**src/rtl/lsu_mem_ctrl_if.sv**
```systemverilog
// lsu_mem_ctrl_if: CPU-side and memory-side bus bundle for the load/store controller.
interface lsu_mem_ctrl_if;
   logic        req;
   logic        we;
   logic [2:0]  func3;
   logic [31:0] addr;
   logic [31:0] wdata;
   logic        busy;
   logic        done;
   logic [31:0] rdata;
   logic [2:0]  func3_out;
   logic        fault;
   logic [1:0]  fault_code;
   logic        mem_req;
   logic        mem_we;
   logic [31:0] mem_addr;
   logic [31:0] mem_wdata;
   logic [3:0]  mem_wstrb;
   logic        mem_ack;
   logic [31:0] mem_rdata;
   modport slave (
      input  req, we, func3, addr, wdata, mem_ack, mem_rdata,
      output busy, done, rdata, func3_out, fault, fault_code,
             mem_req, mem_we, mem_addr, mem_wdata, mem_wstrb
   );
   modport master (
      output req, we, func3, addr, wdata, mem_ack, mem_rdata,
      input  busy, done, rdata, func3_out, fault, fault_code,
             mem_req, mem_we, mem_addr, mem_wdata, mem_wstrb
   );
endinterface

```
**src/rtl/lsu_mem_ctrl.sv**
```systemverilog
// lsu_mem_ctrl: RISC-V load/store memory access FSM; LSU_TIMEOUT_EN adds an ack timeout fault.
module lsu_mem_ctrl #(
   parameter int TIMEOUT_CYCLES = 255
) (
   input logic           clk,
   input logic           rst_n,
   lsu_mem_ctrl_if.slave bus
);
   typedef enum logic [1:0] {IDLE, ACCESS, RESP, FAULT} state_t;
   state_t      state_q, state_d;
   logic        we_q, we_d;
   logic        mreq_q, mreq_d;
   logic [2:0]  func3_q, func3_d;
   logic [1:0]  off_q, off_d;
   logic [1:0]  code_q, code_d;
   logic [3:0]  wstrb_q, wstrb_d;
   logic [31:0] maddr_q, maddr_d;
   logic [31:0] mwd_q, mwd_d;
   logic [31:0] rdata_q, rdata_d;
   logic        illegal, misaligned, expire;
   assign illegal    = (bus.func3 inside {3'b011, 3'b110, 3'b111}) || (bus.we && bus.func3[2]);
   assign misaligned = (bus.func3[1:0] == 2'b01 && bus.addr[0]) ||
                       (bus.func3[1:0] == 2'b10 && bus.addr[1:0] != 2'b00);
`ifdef LSU_TIMEOUT_EN
   logic [7:0] cnt_q, cnt_d;
   assign expire = (cnt_q == 8'(TIMEOUT_CYCLES - 1));
   assign cnt_d  = (state_q == ACCESS) ? cnt_q + 8'd1 : 8'd0;
   always_ff @(posedge clk or negedge rst_n)
      if (!rst_n) cnt_q <= '0;
      else        cnt_q <= cnt_d;
`else
   logic unused_timeout;
   assign unused_timeout = (TIMEOUT_CYCLES != 0);
   assign expire = 1'b0;
`endif
   always_comb begin
      state_d = state_q;
      we_d    = we_q;
      mreq_d  = mreq_q;
      func3_d = func3_q;
      off_d   = off_q;
      code_d  = code_q;
      wstrb_d = wstrb_q;
      maddr_d = maddr_q;
      mwd_d   = mwd_q;
      rdata_d = rdata_q;
      case (state_q)
         IDLE: if (bus.req) begin
            state_d = (illegal || misaligned) ? FAULT : ACCESS;
            mreq_d  = !(illegal || misaligned);
            code_d  = illegal ? 2'b10 : 2'b01;
            we_d    = bus.we;
            func3_d = bus.func3;
            off_d   = bus.addr[1:0];
            maddr_d = {bus.addr[31:2], 2'b00};
            mwd_d   = bus.func3[1] ? bus.wdata :
                      bus.func3[0] ? {2{bus.wdata[15:0]}} : {4{bus.wdata[7:0]}};
            wstrb_d = !bus.we      ? 4'b0000 :
                      bus.func3[1] ? 4'b1111 :
                      bus.func3[0] ? (bus.addr[1] ? 4'b1100 : 4'b0011) :
                                     4'b0001 << bus.addr[1:0];
         end
         ACCESS: if (bus.mem_ack) begin
            state_d = RESP;
            mreq_d  = 1'b0;
            rdata_d = we_q ? rdata_q : bus.mem_rdata >> {off_q, 3'b000};
         end else if (expire) begin
            state_d = FAULT;
            mreq_d  = 1'b0;
            code_d  = 2'b11;
         end
         default: state_d = IDLE;
      endcase
   end
   always_ff @(posedge clk or negedge rst_n)
      if (!rst_n) begin
         state_q <= IDLE;
         we_q    <= 1'b0;
         mreq_q  <= 1'b0;
         func3_q <= '0;
         off_q   <= '0;
         code_q  <= '0;
         wstrb_q <= '0;
         maddr_q <= '0;
         mwd_q   <= '0;
         rdata_q <= '0;
      end else begin
         state_q <= state_d;
         we_q    <= we_d;
         mreq_q  <= mreq_d;
         func3_q <= func3_d;
         off_q   <= off_d;
         code_q  <= code_d;
         wstrb_q <= wstrb_d;
         maddr_q <= maddr_d;
         mwd_q   <= mwd_d;
         rdata_q <= rdata_d;
      end
   assign bus.busy       = state_q != IDLE;
   assign bus.done       = state_q == RESP;
   assign bus.fault      = state_q == FAULT;
   assign bus.fault_code = code_q;
   assign bus.func3_out  = func3_q;
   assign bus.rdata      = rdata_q;
   assign bus.mem_req    = mreq_q;
   assign bus.mem_we     = we_q;
   assign bus.mem_addr   = maddr_q;
   assign bus.mem_wdata  = mwd_q;
   assign bus.mem_wstrb  = wstrb_q;
endmodule

```
**src/flat_wrapper.sv**
```systemverilog
// flat-port wrapper written by rule: the top's interface ports become plain ports
module lsu_mem_ctrl_flat 
#(
   parameter int TIMEOUT_CYCLES = 255
)
  (clk, rst_n, bus_req, bus_we, bus_func3, bus_addr, bus_wdata, bus_mem_ack, bus_mem_rdata, bus_busy, bus_done, bus_rdata, bus_func3_out, bus_fault, bus_fault_code, bus_mem_req, bus_mem_we, bus_mem_addr, bus_mem_wdata, bus_mem_wstrb);
  lsu_mem_ctrl_if bus_i ();
  input logic clk;
  input logic rst_n;
  input wire logic [$bits(bus_i.req)-1:0] bus_req;
  input wire logic [$bits(bus_i.we)-1:0] bus_we;
  input wire logic [$bits(bus_i.func3)-1:0] bus_func3;
  input wire logic [$bits(bus_i.addr)-1:0] bus_addr;
  input wire logic [$bits(bus_i.wdata)-1:0] bus_wdata;
  input wire logic [$bits(bus_i.mem_ack)-1:0] bus_mem_ack;
  input wire logic [$bits(bus_i.mem_rdata)-1:0] bus_mem_rdata;
  output wire logic [$bits(bus_i.busy)-1:0] bus_busy;
  output wire logic [$bits(bus_i.done)-1:0] bus_done;
  output wire logic [$bits(bus_i.rdata)-1:0] bus_rdata;
  output wire logic [$bits(bus_i.func3_out)-1:0] bus_func3_out;
  output wire logic [$bits(bus_i.fault)-1:0] bus_fault;
  output wire logic [$bits(bus_i.fault_code)-1:0] bus_fault_code;
  output wire logic [$bits(bus_i.mem_req)-1:0] bus_mem_req;
  output wire logic [$bits(bus_i.mem_we)-1:0] bus_mem_we;
  output wire logic [$bits(bus_i.mem_addr)-1:0] bus_mem_addr;
  output wire logic [$bits(bus_i.mem_wdata)-1:0] bus_mem_wdata;
  output wire logic [$bits(bus_i.mem_wstrb)-1:0] bus_mem_wstrb;
  assign bus_i.req = bus_req;
  assign bus_i.we = bus_we;
  assign bus_i.func3 = bus_func3;
  assign bus_i.addr = bus_addr;
  assign bus_i.wdata = bus_wdata;
  assign bus_i.mem_ack = bus_mem_ack;
  assign bus_i.mem_rdata = bus_mem_rdata;
  assign bus_busy = bus_i.busy;
  assign bus_done = bus_i.done;
  assign bus_rdata = bus_i.rdata;
  assign bus_func3_out = bus_i.func3_out;
  assign bus_fault = bus_i.fault;
  assign bus_fault_code = bus_i.fault_code;
  assign bus_mem_req = bus_i.mem_req;
  assign bus_mem_we = bus_i.mem_we;
  assign bus_mem_addr = bus_i.mem_addr;
  assign bus_mem_wdata = bus_i.mem_wdata;
  assign bus_mem_wstrb = bus_i.mem_wstrb;
  lsu_mem_ctrl #(.TIMEOUT_CYCLES(TIMEOUT_CYCLES)) u_core (.clk(clk), .rst_n(rst_n), .bus(bus_i));
endmodule
```
**config.mk**
```make
export PLATFORM = sky130hd
export DESIGN_NAME = lsu_mem_ctrl_flat
export DESIGN_NICKNAME = d
export VERILOG_FILES = /design/src/rtl/lsu_mem_ctrl_if.sv /design/src/rtl/lsu_mem_ctrl.sv /design/src/flat_wrapper.sv
export SDC_FILE = /design/constraint.sdc
export NUM_CORES = 1
export LEC_CHECK = 0
export BUFFER_PORTS_ARGS = -buffer_cell sky130_fd_sc_hd__buf_2
export CAP_MARGIN = 15
export CORE_MARGIN = 3
export CORE_UTILIZATION = 51
export DETAILED_ROUTE_END_ITERATION = 10
export GPL_TIMING_DRIVEN = 1
export PLACE_DENSITY_LB_ADDON = 0.08
export SYNTH_ARGS = -nofsm -noshare
export SYNTH_HDL_FRONTEND = slang
export SYNTH_SLANG_ARGS = --single-unit
export TNS_END_PERCENT = 20
```
**constraint.sdc**
```tcl
create_clock -name clk -period 2.6 [get_ports clk]
set_input_delay 0.26 -clock clk [delete_from_list [all_inputs] [get_ports clk]]
set_output_delay 0.26 -clock clk [all_outputs]
set_load 0.05 [all_outputs]
```
==> impl_results.md <==
- Min-delay worst type: in2reg
- Status: finished clean
- Cell row count: 35
- CP startpoint: u_core.state_q[0]$_DFFE_PN0P_
- Initial Util: 0.527
- Final nets: slightly above 800
- Top-count cell post-synth: nand2_1
- Power per cell area: 1510 mW/mm²
- Worst-path clk slew: ~0.11 ns
- Slew Viols, Final: 0
- Worst slack, placed: 0.669 ns
- Post-detail-place hpwl: 9250 µm
- Ys flop type: dfrtp_1
- Synth area leader: dfrtp_1
- Worst setup margin: ~0.65 ns
- Clock sinks: 109
- Initial DRC count: 155
- Pre-antenna DRT Iters: 4
- Post-synth EDFFs: 0
- Vias: between 4000 and 5000
- Critical path arrival: 2.25 ns
- # fillers: ~800
- Total gr overflow: 0
- Setup TNS: 0 ns
- Fin cells: 839
- Max Fanout on Critical Path: 71
- Crit path cell chain: or3b_4 -> buf_4 -> nand2_1 -> nand2_1
- RSZ-0062 raised after global routing: no
- CP Class: reg2reg
- # port buffers: 211
- Post-DR wirelength/cell: ~15 µm
- Worst Tran Pin Value: 0.771 ns
- Mean Syn Cell Area: 9.63 µm²
- Post-CTS sizing: 0
- Post-route DRC: 0
- YS warnings: 0
- Area contributors post-synth: dfrtp_1 55%, nand2_1 15%, mux2i_1 8.1%
- Total Routed Length: around 13000 µm
- Initial antenna violation count: 0
- Lkg Pwr: about 0.0034 µW
- Clock tree buffer depth: 2
- Worst setup SP type: register
- Largest stage delay on the critical path: 0.71 ns
- Die area: 0.0109 mm²
- Sequential fraction of the synthesis area: 0.554
- Max Cap Viol: 0
- Vias in the first global route: between 4000 and 5000
- Area grow syn2layout: 27.5%
- Period minus WS final: 1.95 ns
- Final Util: 0.673
- CTS buffer count: 9
- Largest net degree at the start of global routing: approximately 70
- Clock Skew: roughly 0.018 ns
- Die Wd: 104 µm
- Fmax: between 500 and 600 MHz
- First-pass GRT wire length: 20500 µm
- Syn Inst Count: between 500 and 600
- Antenna Cells: 0
- Final Hold Fails: 0
- Final period util: 0.750
- Most frequent CP cell: nand2_1
- H-tree Lvls: 3
- Synth cell types: 31
- Fraction of layout cells with a size suffix above 1: 0.351
- Chip Height: 104 µm
- Vias per cell: between 5 and 6
- Post-synth top area share: 0.554
- Hold_sp: bus_addr[29]
- # setup viols final: 0
- Root Buffer: clkbuf_8
- GP Congestion: 0.862
- Reg-to-reg startpoint: u_core.state_q[0]$_DFFE_PN0P_
- ANT nets after route: 0
- Cell area after synthesis: approximately 0.005 mm²
- CTS tree: built
- Core box area: 0.00933 mm²
- GRT Resource Usage Total: 0.230
- IR drop worst, VDD: 0.768 mV
- Io pins: 214
- Placed Cells: 822
- Post-synthesis register bit count: 109
- Clk_lat worst skew: 0.36 ns
- Slew Limit Headroom: 0.486
- CP Data Required Time: 2.90 ns
- Worst path slowest cell: or3b_4
- Element type at the critical path end: register
- Asr flop ratio synth: 1.00
- Synth top cells by count: 191 x nand2_1, 109 x dfrtp_1, 40 x mux2i_1
cell type report:
class | count | area, µm² | share of cell area
Timing Repair Buffer | 220 | 1140 | 0.182
Sequential cell | 109 | 2730 | 0.435
Inverter | 3 | 11.3 | 0.00179
Clock inverter | 6 | 77.6 | 0.0124
Multi-Input combinational cell | 362 | 2020 | 0.321
Clock buffer | 10 | 138 | 0.0219
Tap cell | 129 | 161 | 0.0257
worst paths after layout:
path / endpoint / slack [ns] / cells after the start
worst max-delay path: u_core.bus.mem_addr[4]$_DFFE_PN0P_ / 0.65 / 4
worst min-delay path: u_core.bus.mem_addr[29]$_DFFE_PN0P_ / 0.08 / 3
worst max register to register: u_core.bus.mem_addr[4]$_DFFE_PN0P_ / 0.65 / 4
worst min register to register: u_core.bus.mem_addr[6]$_DFFE_PN0P_ / 0.48 / 2
max in group asynchronous: u_core.bus.mem_wdata[26]$_DFFE_PN0P_ / 1.42 / 3
min in group asynchronous: u_core.bus.rdata[30]$_DFFE_PN0P_ / 0.46 / 2
logic make-up after synthesis:
| kind of cell | count (synthesis) | share of synthesized area |
|---|---|---|
| AO/OA/AOI/OAI | 80 | 0.109 |
| buffers and inverters | 41 | 0.0392 |
| flip-flops | 109 | 0.554 |
| multiplexers | 48 | 0.0997 |
| other | 1 | 0.000762 |
| AND/OR/NAND/NOR | 232 | 0.197 |
cell usage in the layout (no fill, tap or decap), types with 2 or more instances in the layout:
cell       instances
buf_2            210
nand2_1          191
dfrtp_1          109
mux2i_1           40
nor2b_1           26
o31ai_1           25
o21ai_0           16
o21ai_1           13
clkbuf_8          10
a211oi_1           9
a2bb2oi_1          8
mux2_2             8
buf_4              8
nor2_1             7
a21oi_1            4
inv_1              3
o21ba_2            2
conb_1             2
inv_8              2
where the power goes:
part,switching [µW],internal (µW)
combinational,4080,1310
clock,605,491
sequential,492,2460
sequential cells by signal (all words and copies together), names as in the netlist:
register,count
u_core.state_q,2
u_core.bus.mem_we,1
u_core.off_q,2
u_core.bus.mem_addr,30
u_core.bus.mem_wdata,32
u_core.bus.rdata,32
u_core.bus.mem_wstrb,4
u_core.bus.fault_code,2
u_core.bus.func3_out,3
u_core.bus.mem_req,1
timing repair:
item                                   in CTS  in global routing
buffers inserted                            0                  0
endpoints found under the hold margin      53                  0
hold buffers                                1                  0
per-stage QoR:
stage	power [µW]	area, µm²	hold WS (ns)
floorplan	7100	4920	-0.0356
detailed placement	8420	6050	0.359
global placement	8310	6050	0.358
global route	9980	6270	0.0746
finish	9440	6270	0.0784
CTS	9520	6270	0.0688
critical path: cells and delay by family, from the launching register on:
kind | cells | cell delay (ns)
buf+inv | 1 | 0.42
flops | 1 | 0.58
simple gates | 3 | 0.88
routing by layer:
layer  vias to the layer above  part of all wire  GRT usage
met5                         -                 0          0
li1                       2075                 -          -
met2                       137              0.46      0.363
met4                         0             0.021     0.0703
met3                        20             0.069     0.0559
met1                      1987              0.45      0.319
(Power assumes the default switching activity.)
